<file path="config.mk">
export PLATFORM = sky130hd
export DESIGN_NAME = hazard_unit_param_flat
export DESIGN_NICKNAME = d
export VERILOG_FILES = /design/src/rtl/hazard_unit_param_pkg.sv /design/src/rtl/hazard_unit_param_if.sv /design/src/rtl/hazard_unit_param_fwd_sel.sv /design/src/rtl/hazard_unit_param.sv /design/src/flat_wrapper.sv
export SDC_FILE = /design/constraint.sdc
export NUM_CORES = 1
export LEC_CHECK = 0
export BUFFER_PORTS_ARGS = -buffer_cell sky130_fd_sc_hd__buf_2
export CORE_UTILIZATION = 39
export DETAILED_ROUTE_END_ITERATION = 12
export GPL_TIMING_DRIVEN = 0
export MAX_ROUTING_LAYER = met4
export PLACE_DENSITY = 0.89
export SYNTH_ARGS = -nofsm -noshare
export SYNTH_HDL_FRONTEND = slang
export SYNTH_SLANG_ARGS = --single-unit
</file>
<file path="constraint.sdc">
create_clock -name clk -period 3.1 [get_ports clk]
set_input_delay 0.62 -clock clk [delete_from_list [all_inputs] [get_ports clk]]
set_output_delay 0.62 -clock clk [all_outputs]
set_load 0.05 [all_outputs]
</file>
<file path="src/rtl/hazard_unit_param_pkg.sv">
// Shared definitions for the parametrised hazard unit.
//   - Forwarding select codes driven onto the E-stage operand muxes.
//   - Hazard FSM state codes (also exported on hz_state for debug).
//   - Width of the sequencing down-counter and a helper that turns a
//     cycle count into the counter preload value.
package hazard_unit_param_pkg;

  // Forwarding select codes.
  localparam logic [1:0] FWD_NORMAL    = 2'b00;
  localparam logic [1:0] FWD_WRITEMEM  = 2'b01;
  localparam logic [1:0] FWD_WRITEBACK = 2'b10;

  // Hazard FSM states.
  localparam logic [1:0] HZ_IDLE     = 2'd0;
  localparam logic [1:0] HZ_LU_STALL = 2'd1;
  localparam logic [1:0] HZ_BR_FLUSH = 2'd2;

  localparam int CNT_W = 3;

  // The first cycle of a multi-cycle event is produced straight from
  // IDLE, and the last one is the cycle where cnt reads zero, so the
  // preload for an N-cycle event is N-2.
  function automatic logic [CNT_W-1:0] cnt_preload(input int cycles);
    return (cycles > 1) ? CNT_W'(cycles - 2) : '0;
  endfunction

endpackage

</file>
<file path="src/rtl/hazard_unit_param_if.sv">
// Bundle of datapath <-> hazard unit signals.
//   master : datapath side, drives pipeline status, receives controls.
//   slave  : hazard unit side.
// Inputs : Dsrc_addr/Dsrc_used (D-stage operands), Esrc_addr, Ewrite_reg_addr,
//          Emem_read, M/W destination address + write enable, branch_sig,
//          mem_busy.
// Outputs: forwardE (2 bits per operand), stallF/D/E/M, flushD/E/W,
//          hz_state.
interface hazard_unit_param_if #(
  parameter int REG_ADDR_W = 5,
  parameter int NUM_SRC    = 2
);
  logic [NUM_SRC*REG_ADDR_W-1:0] Dsrc_addr;
  logic [NUM_SRC-1:0]            Dsrc_used;
  logic [NUM_SRC*REG_ADDR_W-1:0] Esrc_addr;
  logic [REG_ADDR_W-1:0]         Ewrite_reg_addr;
  logic                          Emem_read;
  logic [REG_ADDR_W-1:0]         Mwrite_reg_addr;
  logic                          Mwrite_reg_sig;
  logic [REG_ADDR_W-1:0]         Wwrite_reg_addr;
  logic                          Wwrite_reg_sig;
  logic                          branch_sig;
  logic                          mem_busy;
  logic [2*NUM_SRC-1:0]          forwardE;
  logic                          stallF, stallD, stallE, stallM;
  logic                          flushD, flushE, flushW;
  logic [1:0]                    hz_state;

  modport master (
    output Dsrc_addr, Dsrc_used, Esrc_addr, Ewrite_reg_addr, Emem_read,
           Mwrite_reg_addr, Mwrite_reg_sig, Wwrite_reg_addr, Wwrite_reg_sig,
           branch_sig, mem_busy,
    input  forwardE, stallF, stallD, stallE, stallM, flushD, flushE, flushW,
           hz_state
  );

  modport slave (
    input  Dsrc_addr, Dsrc_used, Esrc_addr, Ewrite_reg_addr, Emem_read,
           Mwrite_reg_addr, Mwrite_reg_sig, Wwrite_reg_addr, Wwrite_reg_sig,
           branch_sig, mem_busy,
    output forwardE, stallF, stallD, stallE, stallM, flushD, flushE, flushW,
           hz_state
  );
endinterface

</file>
<file path="src/rtl/hazard_unit_param_fwd_sel.sv">
// Single-operand forwarding comparator.
//   src_addr        : E-stage source register address
//   m_addr, m_write : M-stage destination and write enable
//   w_addr, w_write : W-stage destination and write enable
//   sel             : FWD_NORMAL / FWD_WRITEMEM / FWD_WRITEBACK
// The younger M-stage result wins over W; register 0 is never forwarded.
module hazard_fwd_sel
  import hazard_unit_param_pkg::*;
#(
  parameter int REG_ADDR_W = 5
) (
  input  logic [REG_ADDR_W-1:0] src_addr,
  input  logic [REG_ADDR_W-1:0] m_addr,
  input  logic                  m_write,
  input  logic [REG_ADDR_W-1:0] w_addr,
  input  logic                  w_write,
  output logic [1:0]            sel
);

  always_comb begin
    sel = FWD_NORMAL;
    if (src_addr != '0) begin
      if (m_write && (src_addr == m_addr)) begin
        sel = FWD_WRITEMEM;
      end else if (w_write && (src_addr == w_addr)) begin
        sel = FWD_WRITEBACK;
      end
    end
  end

endmodule

</file>
<file path="src/rtl/hazard_unit_param.sv">
// Parametrised pipeline hazard controller.
//   clk   : rising-edge clock
//   reset : synchronous, active-high
//   hz    : hazard_unit_param_if.slave (pipeline status in, controls out)
// Produces per-operand E-stage forwarding selects, load-use stalls of
// LOAD_LAT cycles, FLUSH_CYCLES-long branch flushes of D, and a whole-pipe
// freeze while data memory is busy.
module hazard_unit_param
  import hazard_unit_param_pkg::*;
#(
  parameter int REG_ADDR_W   = 5,
  parameter int NUM_SRC      = 2,
  parameter int LOAD_LAT     = 1,
  parameter int FLUSH_CYCLES = 1
) (
  input logic             clk,
  input logic             reset,
  hazard_unit_param_if.slave hz
);

  localparam logic [CNT_W-1:0] LU_PRELOAD = cnt_preload(LOAD_LAT);
  localparam logic [CNT_W-1:0] BR_PRELOAD = cnt_preload(FLUSH_CYCLES);

  logic [2*NUM_SRC-1:0] fwd_raw;
  logic [NUM_SRC-1:0]   src_hit;
  logic                 load_use;

  logic [1:0]       state_reg, state_next;
  logic [CNT_W-1:0] cnt_reg, cnt_next;
  logic stall_f, stall_d, stall_e, stall_m;
  logic flush_d, flush_e, flush_w;

  // Per-operand forwarding and load-use dependency detection.
  for (genvar gi = 0; gi < NUM_SRC; gi++) begin : g_src
    hazard_fwd_sel #(.REG_ADDR_W(REG_ADDR_W)) u_fwd_sel (
      .src_addr (hz.Esrc_addr[gi*REG_ADDR_W +: REG_ADDR_W]),
      .m_addr   (hz.Mwrite_reg_addr),
      .m_write  (hz.Mwrite_reg_sig),
      .w_addr   (hz.Wwrite_reg_addr),
      .w_write  (hz.Wwrite_reg_sig),
      .sel      (fwd_raw[2*gi +: 2])
    );

    assign src_hit[gi] = hz.Dsrc_used[gi] &&
                         (hz.Dsrc_addr[gi*REG_ADDR_W +: REG_ADDR_W] == hz.Ewrite_reg_addr);
  end

  assign load_use = hz.Emem_read && (hz.Ewrite_reg_addr != '0) && (|src_hit);

  // Stall/flush sequencing; each branch below is one priority level.
  always_comb begin
    state_next = state_reg;
    cnt_next   = cnt_reg;
    stall_f = 1'b0;
    stall_d = 1'b0;
    stall_e = 1'b0;
    stall_m = 1'b0;
    flush_d = 1'b0;
    flush_e = 1'b0;
    flush_w = 1'b0;

    if (reset) begin
      state_next = HZ_IDLE;
      cnt_next   = '0;
    end else if (hz.mem_busy) begin
      // Freeze everything; W gets a bubble since M cannot retire.
      // FSM state and counter hold so the interrupted sequence resumes.
      stall_f = 1'b1;
      stall_d = 1'b1;
      stall_e = 1'b1;
      stall_m = 1'b1;
      flush_w = 1'b1;
    end else if (hz.branch_sig) begin
      // Restarts the flush sequence even if one is already running.
      flush_d = 1'b1;
      flush_e = 1'b1;
      if (FLUSH_CYCLES > 1) begin
        state_next = HZ_BR_FLUSH;
        cnt_next   = BR_PRELOAD;
      end else begin
        state_next = HZ_IDLE;
        cnt_next   = '0;
      end
    end else begin
      case (state_reg)
        HZ_IDLE: begin
          if (load_use) begin
            stall_f = 1'b1;
            stall_d = 1'b1;
            flush_e = 1'b1;
            if (LOAD_LAT > 1) begin
              state_next = HZ_LU_STALL;
              cnt_next   = LU_PRELOAD;
            end
          end
        end
        HZ_LU_STALL: begin
          // E holds a bubble here, so load_use is not re-evaluated.
          stall_f = 1'b1;
          stall_d = 1'b1;
          flush_e = 1'b1;
          if (cnt_reg == '0) state_next = HZ_IDLE;
          else               cnt_next   = cnt_reg - 1'b1;
        end
        HZ_BR_FLUSH: begin
          // D holds a wrong-path instruction, so load_use is ignored.
          flush_d = 1'b1;
          if (cnt_reg == '0) state_next = HZ_IDLE;
          else               cnt_next   = cnt_reg - 1'b1;
        end
        default: begin
          state_next = HZ_IDLE;
          cnt_next   = '0;
        end
      endcase
    end
  end

  always_ff @(posedge clk) begin
    if (reset) begin
      state_reg <= HZ_IDLE;
      cnt_reg   <= '0;
    end else begin
      state_reg <= state_next;
      cnt_reg   <= cnt_next;
    end
  end

  assign hz.forwardE = reset ? '0 : fwd_raw;
  assign hz.stallF   = stall_f;
  assign hz.stallD   = stall_d;
  assign hz.stallE   = stall_e;
  assign hz.stallM   = stall_m;
  assign hz.flushD   = flush_d;
  assign hz.flushE   = flush_e;
  assign hz.flushW   = flush_w;
  assign hz.hz_state = state_reg;

endmodule

</file>
<file path="src/flat_wrapper.sv">
// flat-port wrapper written by rule: the top's interface ports become plain ports
module hazard_unit_param_flat import hazard_unit_param_pkg::*;
#(
  parameter int REG_ADDR_W   = 5,
  parameter int NUM_SRC      = 2,
  parameter int LOAD_LAT     = 1,
  parameter int FLUSH_CYCLES = 1
)
  (clk, reset, hz_Dsrc_addr, hz_Dsrc_used, hz_Esrc_addr, hz_Ewrite_reg_addr, hz_Emem_read, hz_Mwrite_reg_addr, hz_Mwrite_reg_sig, hz_Wwrite_reg_addr, hz_Wwrite_reg_sig, hz_branch_sig, hz_mem_busy, hz_forwardE, hz_stallF, hz_stallD, hz_stallE, hz_stallM, hz_flushD, hz_flushE, hz_flushW, hz_hz_state);
  hazard_unit_param_if #(.REG_ADDR_W(REG_ADDR_W), .NUM_SRC(NUM_SRC)) hz_i ();
  input logic clk;
  input logic reset;
  input wire logic [$bits(hz_i.Dsrc_addr)-1:0] hz_Dsrc_addr;
  input wire logic [$bits(hz_i.Dsrc_used)-1:0] hz_Dsrc_used;
  input wire logic [$bits(hz_i.Esrc_addr)-1:0] hz_Esrc_addr;
  input wire logic [$bits(hz_i.Ewrite_reg_addr)-1:0] hz_Ewrite_reg_addr;
  input wire logic [$bits(hz_i.Emem_read)-1:0] hz_Emem_read;
  input wire logic [$bits(hz_i.Mwrite_reg_addr)-1:0] hz_Mwrite_reg_addr;
  input wire logic [$bits(hz_i.Mwrite_reg_sig)-1:0] hz_Mwrite_reg_sig;
  input wire logic [$bits(hz_i.Wwrite_reg_addr)-1:0] hz_Wwrite_reg_addr;
  input wire logic [$bits(hz_i.Wwrite_reg_sig)-1:0] hz_Wwrite_reg_sig;
  input wire logic [$bits(hz_i.branch_sig)-1:0] hz_branch_sig;
  input wire logic [$bits(hz_i.mem_busy)-1:0] hz_mem_busy;
  output wire logic [$bits(hz_i.forwardE)-1:0] hz_forwardE;
  output wire logic [$bits(hz_i.stallF)-1:0] hz_stallF;
  output wire logic [$bits(hz_i.stallD)-1:0] hz_stallD;
  output wire logic [$bits(hz_i.stallE)-1:0] hz_stallE;
  output wire logic [$bits(hz_i.stallM)-1:0] hz_stallM;
  output wire logic [$bits(hz_i.flushD)-1:0] hz_flushD;
  output wire logic [$bits(hz_i.flushE)-1:0] hz_flushE;
  output wire logic [$bits(hz_i.flushW)-1:0] hz_flushW;
  output wire logic [$bits(hz_i.hz_state)-1:0] hz_hz_state;
  assign hz_i.Dsrc_addr = hz_Dsrc_addr;
  assign hz_i.Dsrc_used = hz_Dsrc_used;
  assign hz_i.Esrc_addr = hz_Esrc_addr;
  assign hz_i.Ewrite_reg_addr = hz_Ewrite_reg_addr;
  assign hz_i.Emem_read = hz_Emem_read;
  assign hz_i.Mwrite_reg_addr = hz_Mwrite_reg_addr;
  assign hz_i.Mwrite_reg_sig = hz_Mwrite_reg_sig;
  assign hz_i.Wwrite_reg_addr = hz_Wwrite_reg_addr;
  assign hz_i.Wwrite_reg_sig = hz_Wwrite_reg_sig;
  assign hz_i.branch_sig = hz_branch_sig;
  assign hz_i.mem_busy = hz_mem_busy;
  assign hz_forwardE = hz_i.forwardE;
  assign hz_stallF = hz_i.stallF;
  assign hz_stallD = hz_i.stallD;
  assign hz_stallE = hz_i.stallE;
  assign hz_stallM = hz_i.stallM;
  assign hz_flushD = hz_i.flushD;
  assign hz_flushE = hz_i.flushE;
  assign hz_flushW = hz_i.flushW;
  assign hz_hz_state = hz_i.hz_state;
  hazard_unit_param #(.REG_ADDR_W(REG_ADDR_W), .NUM_SRC(NUM_SRC), .LOAD_LAT(LOAD_LAT), .FLUSH_CYCLES(FLUSH_CYCLES)) u_core (.clk(clk), .reset(reset), .hz(hz_i));
endmodule
</file>
* Word-level counts from Yosys, hierarchy flattened
Index checks and enable logic that the tools add are counted.
Widths: inputs -> output; s select.
** Storage, ports and cells
- Register bits after elaboration :: 5
- Input port bits :: 44
- Output and inout port bits :: 13
- Logic and storage cells :: 59
** Cells by class
- Add/subtract/negate cells :: 1
- Eq/ne operators :: 11
- Multiplexer cells :: 27
- Bitwise logic cells :: 1
- Reduce and logical (&&, ||, !) cells :: 17
** Operator list (number)
- $eq 5x5->1 :: 6
- $mux 2 :: 8
- $reduce_bool 5->1 :: 3
- $mux 1 :: 13
- $logic_and 1x1->1 :: 8
- $mux 3 :: 2
- $pmux 3 s2 :: 1
- $reduce_and 3->1 :: 2
- $mux 4 :: 1
- $pmux 2 s2 :: 1
- $reduce_or 2->1 :: 2
- $logic_not 3->1 :: 1
- $ne 3x1->1 const B :: 1
- $ne 3x3->1 const B :: 1
- $sub 3x1->3 const B :: 1
- $eq 2x1->1 const B :: 1
- $eq 2x2->1 const B :: 1
- $logic_not 2->1 :: 1
- $ne 2x2->1 const B :: 1
- $pmux 1 s2 :: 1
- $not 1->1 :: 1

* Depth between registers and ports, before layout
- Word-level depth :: 9
- Gate-level depth with buffers :: 5
- Gate-level depth less buffers :: 4

* Cells and area by module
A second synthesis with hierarchy kept.
** Second synthesis, totals
- Cell total of the unflattened synthesis :: 69
- Area total of the unflattened synthesis :: 521.8 um2
** Modules (own cells, without submodules)
- hazard_fwd_sel :: times used 2, cells an instance 18, area an instance 135.1 um2, seq. area each 0.0 um2
- hazard_unit_param :: times used 1, cells an instance 33, area an instance 251.5 um2, seq. area each 0.0 um2

* Least setup slack after synthesis
OpenSTA, ideal clock, no wires.
- Kind :: input-to-output
- From :: input hz_Esrc_addr[3]
- To :: output hz_forwardE[1]
- Arrival time :: 2503 ps
- Required time :: 2480 ps
- Setup slack :: -23 ps
- Stages :: 4
- Path buffers :: 0
- Cell sequence :: xor2_1 > nor4_1 > and3_1 > nor4_1
** Between the ends
- Cells in the longest elaborated chain, start to end :: 6
- Elaborated cells on any way between the ends :: 9
- Classes of those cells :: eq/ne (2); mux (4); reduce/logical (3)
** Ends and longest elaborated chain
- start: declaration :: line flat_wrapper.sv:15 : input wire logic [$bits(hz_i.Esrc_addr)-1:0] hz_Esrc_addr;
- $eq 5x5->1 :: line hazard_unit_param_fwd_sel.sv:25 : end else if (w_write && (src_addr == w_addr)) begin
- $logic_and 1x1->1 :: line hazard_unit_param_fwd_sel.sv:25
- $mux 2 :: line hazard_unit_param_fwd_sel.sv:25
- $mux 2 :: line hazard_unit_param_fwd_sel.sv:23 : if (m_write && (src_addr == m_addr)) begin
- $mux 2 * :: line hazard_unit_param_fwd_sel.sv:22 : if (src_addr != '0) begin
- $mux 4 * :: line hazard_unit_param.sv:129 : assign hz.forwardE = reset ? '0 : fwd_raw;
- end: declaration :: line flat_wrapper.sv:24 : output wire logic [$bits(hz_i.forwardE)-1:0] hz_forwardE;
Mark *: on every way between the ends. The rest lies on a longest branch, timed or not.

* Final worst setup path
- From :: input hz_Ewrite_reg_addr[1]
- To :: output hz_stallF
** Between the ends
- Cells in the longest elaborated chain, start to end :: 9
- Elaborated cells on any way between the ends :: 13
- Classes of those cells :: eq/ne (2); mux (5); reduce/logical (6)
** Ends and longest elaborated chain
- start: declaration :: line flat_wrapper.sv:16 : input wire logic [$bits(hz_i.Ewrite_reg_addr)-1:0] hz_Ewrite_reg_addr;
- $eq 5x5->1 :: line hazard_unit_param.sv:45 : (hz.Dsrc_addr[gi*REG_ADDR_W +: REG_ADDR_W] == hz.Ewrite_reg_addr);
- $logic_and 1x1->1 :: line hazard_unit_param.sv:44 : assign src_hit[gi] = hz.Dsrc_used[gi] &&
- $reduce_or 2->1 :: line hazard_unit_param.sv:48 : assign load_use = hz.Emem_read && (hz.Ewrite_reg_addr != '0) && (|src_hit);
- $logic_and 1x1->1 * :: line hazard_unit_param.sv:48
- $mux 1 * :: line hazard_unit_param.sv:87 : if (load_use) begin
- $pmux 1 s2 * :: line hazard_unit_param.sv:85 : case (state_reg)
- $mux 1 * :: line hazard_unit_param.sv:73 : end else if (hz.branch_sig) begin
- $mux 1 * :: line hazard_unit_param.sv:65 : end else if (hz.mem_busy) begin
- $mux 1 * :: line hazard_unit_param.sv:62 : if (reset) begin
- end: declaration :: line flat_wrapper.sv:25 : output wire logic [$bits(hz_i.stallF)-1:0] hz_stallF;
Marks and branches as above.

==> summary.txt <==
Setup crit end kind: primary output
VDD IR max: 0.0780 mV
Site Rows: 12
Worst setup margin: 525 ps
Maxcap violations: 0
CP Cell Sequence: buf_2, or4_1, o21ai_2, or3_1, o21bai_1, buf_4, buf_2
Max Clk Rate: 388 MHz
Final hold viol count: 0
Min Tclk post-route: 2570 ps
Synth Area per Inst: 7.56 µm²
DR DRC count: 0
Top Ports: 57
Average vias per placed instance: 4.85
Buf/Inv on CP: 3
Dpl cells: 136
Crit path top cell by count: buf_2
Hold Path Class: input port to primary output
Worst path max stage delay: 530 ps
Port bufs: 54
Worst hold margin: 1620 ps
FF+latch count: 0
Nets: 168
Commonest non-fill, non-tap cell in the layout: buf_2
Vias in the first global route: 519
Worst hold start: hz_mem_busy
Distinct cells, synth: 27
Total gr overflow: 0
Initial antenna violation count: 0
Power Density: 146 nW/µm²
Initial Utilization: 0.438
Sequential fraction of the synthesis area: 0
Pwr Total: 0.118 mW
GPL Wtd Cong: 0.693
Clk_buf instances: 0
Global-route wire length before repair: 1900 µm
Most frequent cells in the layout: buf_2, xor2_1, xnor2_1, buf_4, nor2_1
Setup TNS Final: 0 ps
Dpl hpwl: 1250 µm
RSZ-0062 raised after global routing: false
Area Growth Syn to Fin: 58.8%
Die Wd: 38.0 µm
Post-Route WL: 1310 µm
# diodes: 0
Core Region: 1160 µm²
Top delay family on crit path: simple AND/OR/NAND/NOR gates
Synth Instances: 67
Post-DP Area: 805 µm²
Final Util: 0.696
Max Slew Vio Count: 0
Synth top area share: 0.328
Final setup viols: 0
Layout Cells excl Fill: 136
Height of the die: 38.0 µm
Die area: 1450 µm²
CP required: 2480 ps
Post-CTS Setup Inserts: 0
CP Launch Type: input port
Multi-input gate area: 468 µm²
ANT nets after route: 0
Yosys top cell by area: xor2_1
CTS resizes: 0
Slowest stage cell, crit path: or4_1
Status: finished clean
Final instance area: 805 µm²
DRT Pass-1 Iters: 4
GRT Overall Usage: 0.179
Hold-fix buffers at CTS: 0
Fin crit share: 0.831
Syn. warnings: 0
Pin count of the biggest net entering global routing: 9
FF/Latch Area: 0 µm²
Crit-path max FO: 3
Number of fill cells: 102
Worst Path Arrival: 1950 ps
Layout cells sized above 1: 0.516
Synthesized cell area: 507 µm²
Drt wl/cell: 9.65 µm
Pre-CTS WS: 514 ps
Leak: 0.429 nW
Synth area leaders: xor2_1, xnor2_1, buf_4
Initial drt markers: 6
Vias: 659
Launch point of the worst path: hz_Ewrite_reg_addr[1]
Worst Path Class, Setup: input port to primary output
-- where the power goes --
| group | internal [mW] | switching, mW |
|---|---|---|
| logic | 0.0521 | 0.0657 |
| registers | 0 | 0 |
| clock network | 0 | 0 |
| total | 0.0521 | 0.0657 |
-- kinds of logic after synthesis --
kind of cell	synth area share
xor+xnor	0.484
simple gates	0.301
buf+inv	0.0963
compound gates	0.111
other cells	0.00740
-- worst min-delay path, stage by stage --
cell and delay [ps]:
buf_2 110, o41ai_2 70, buf_2 200
-- cells in the mapped netlist (3+ instances only) --
cell type	count
buf_4	5
inv_1	3
nor2_1	4
nor4_1	4
or4_1	3
xnor2_1	9
xor2_1	19
-- layout make-up --
cell class	count	share of cell area
buffer	5	0.0467
inverter	3	0.0140
multi-input combinational	60	0.582
tap	14	0.0218
timing repair buffer	54	0.336
-- worst paths after layout --
| check | to | slack, ps | cells past startpoint |
|---|---|---|---|
| setup / recovery | hz_stallF | 530 | 7 |
| hold / removal | hz_flushE | 1620 | 3 |
-- per-layer routing --
| metal | track usage | wire, µm | vias up |
|---|---|---|---|
| li1 | - | - | 342 |
| met2 | 0.390 | 683 | 42 |
| met1 | 0.177 | 486 | 275 |
| met4 | 0 | 0 | 0 |
| met5 | - | 0 | - |
| met3 | 0.0116 | 143 | 0 |
Note: power is estimated with default switching activity, not from simulation.
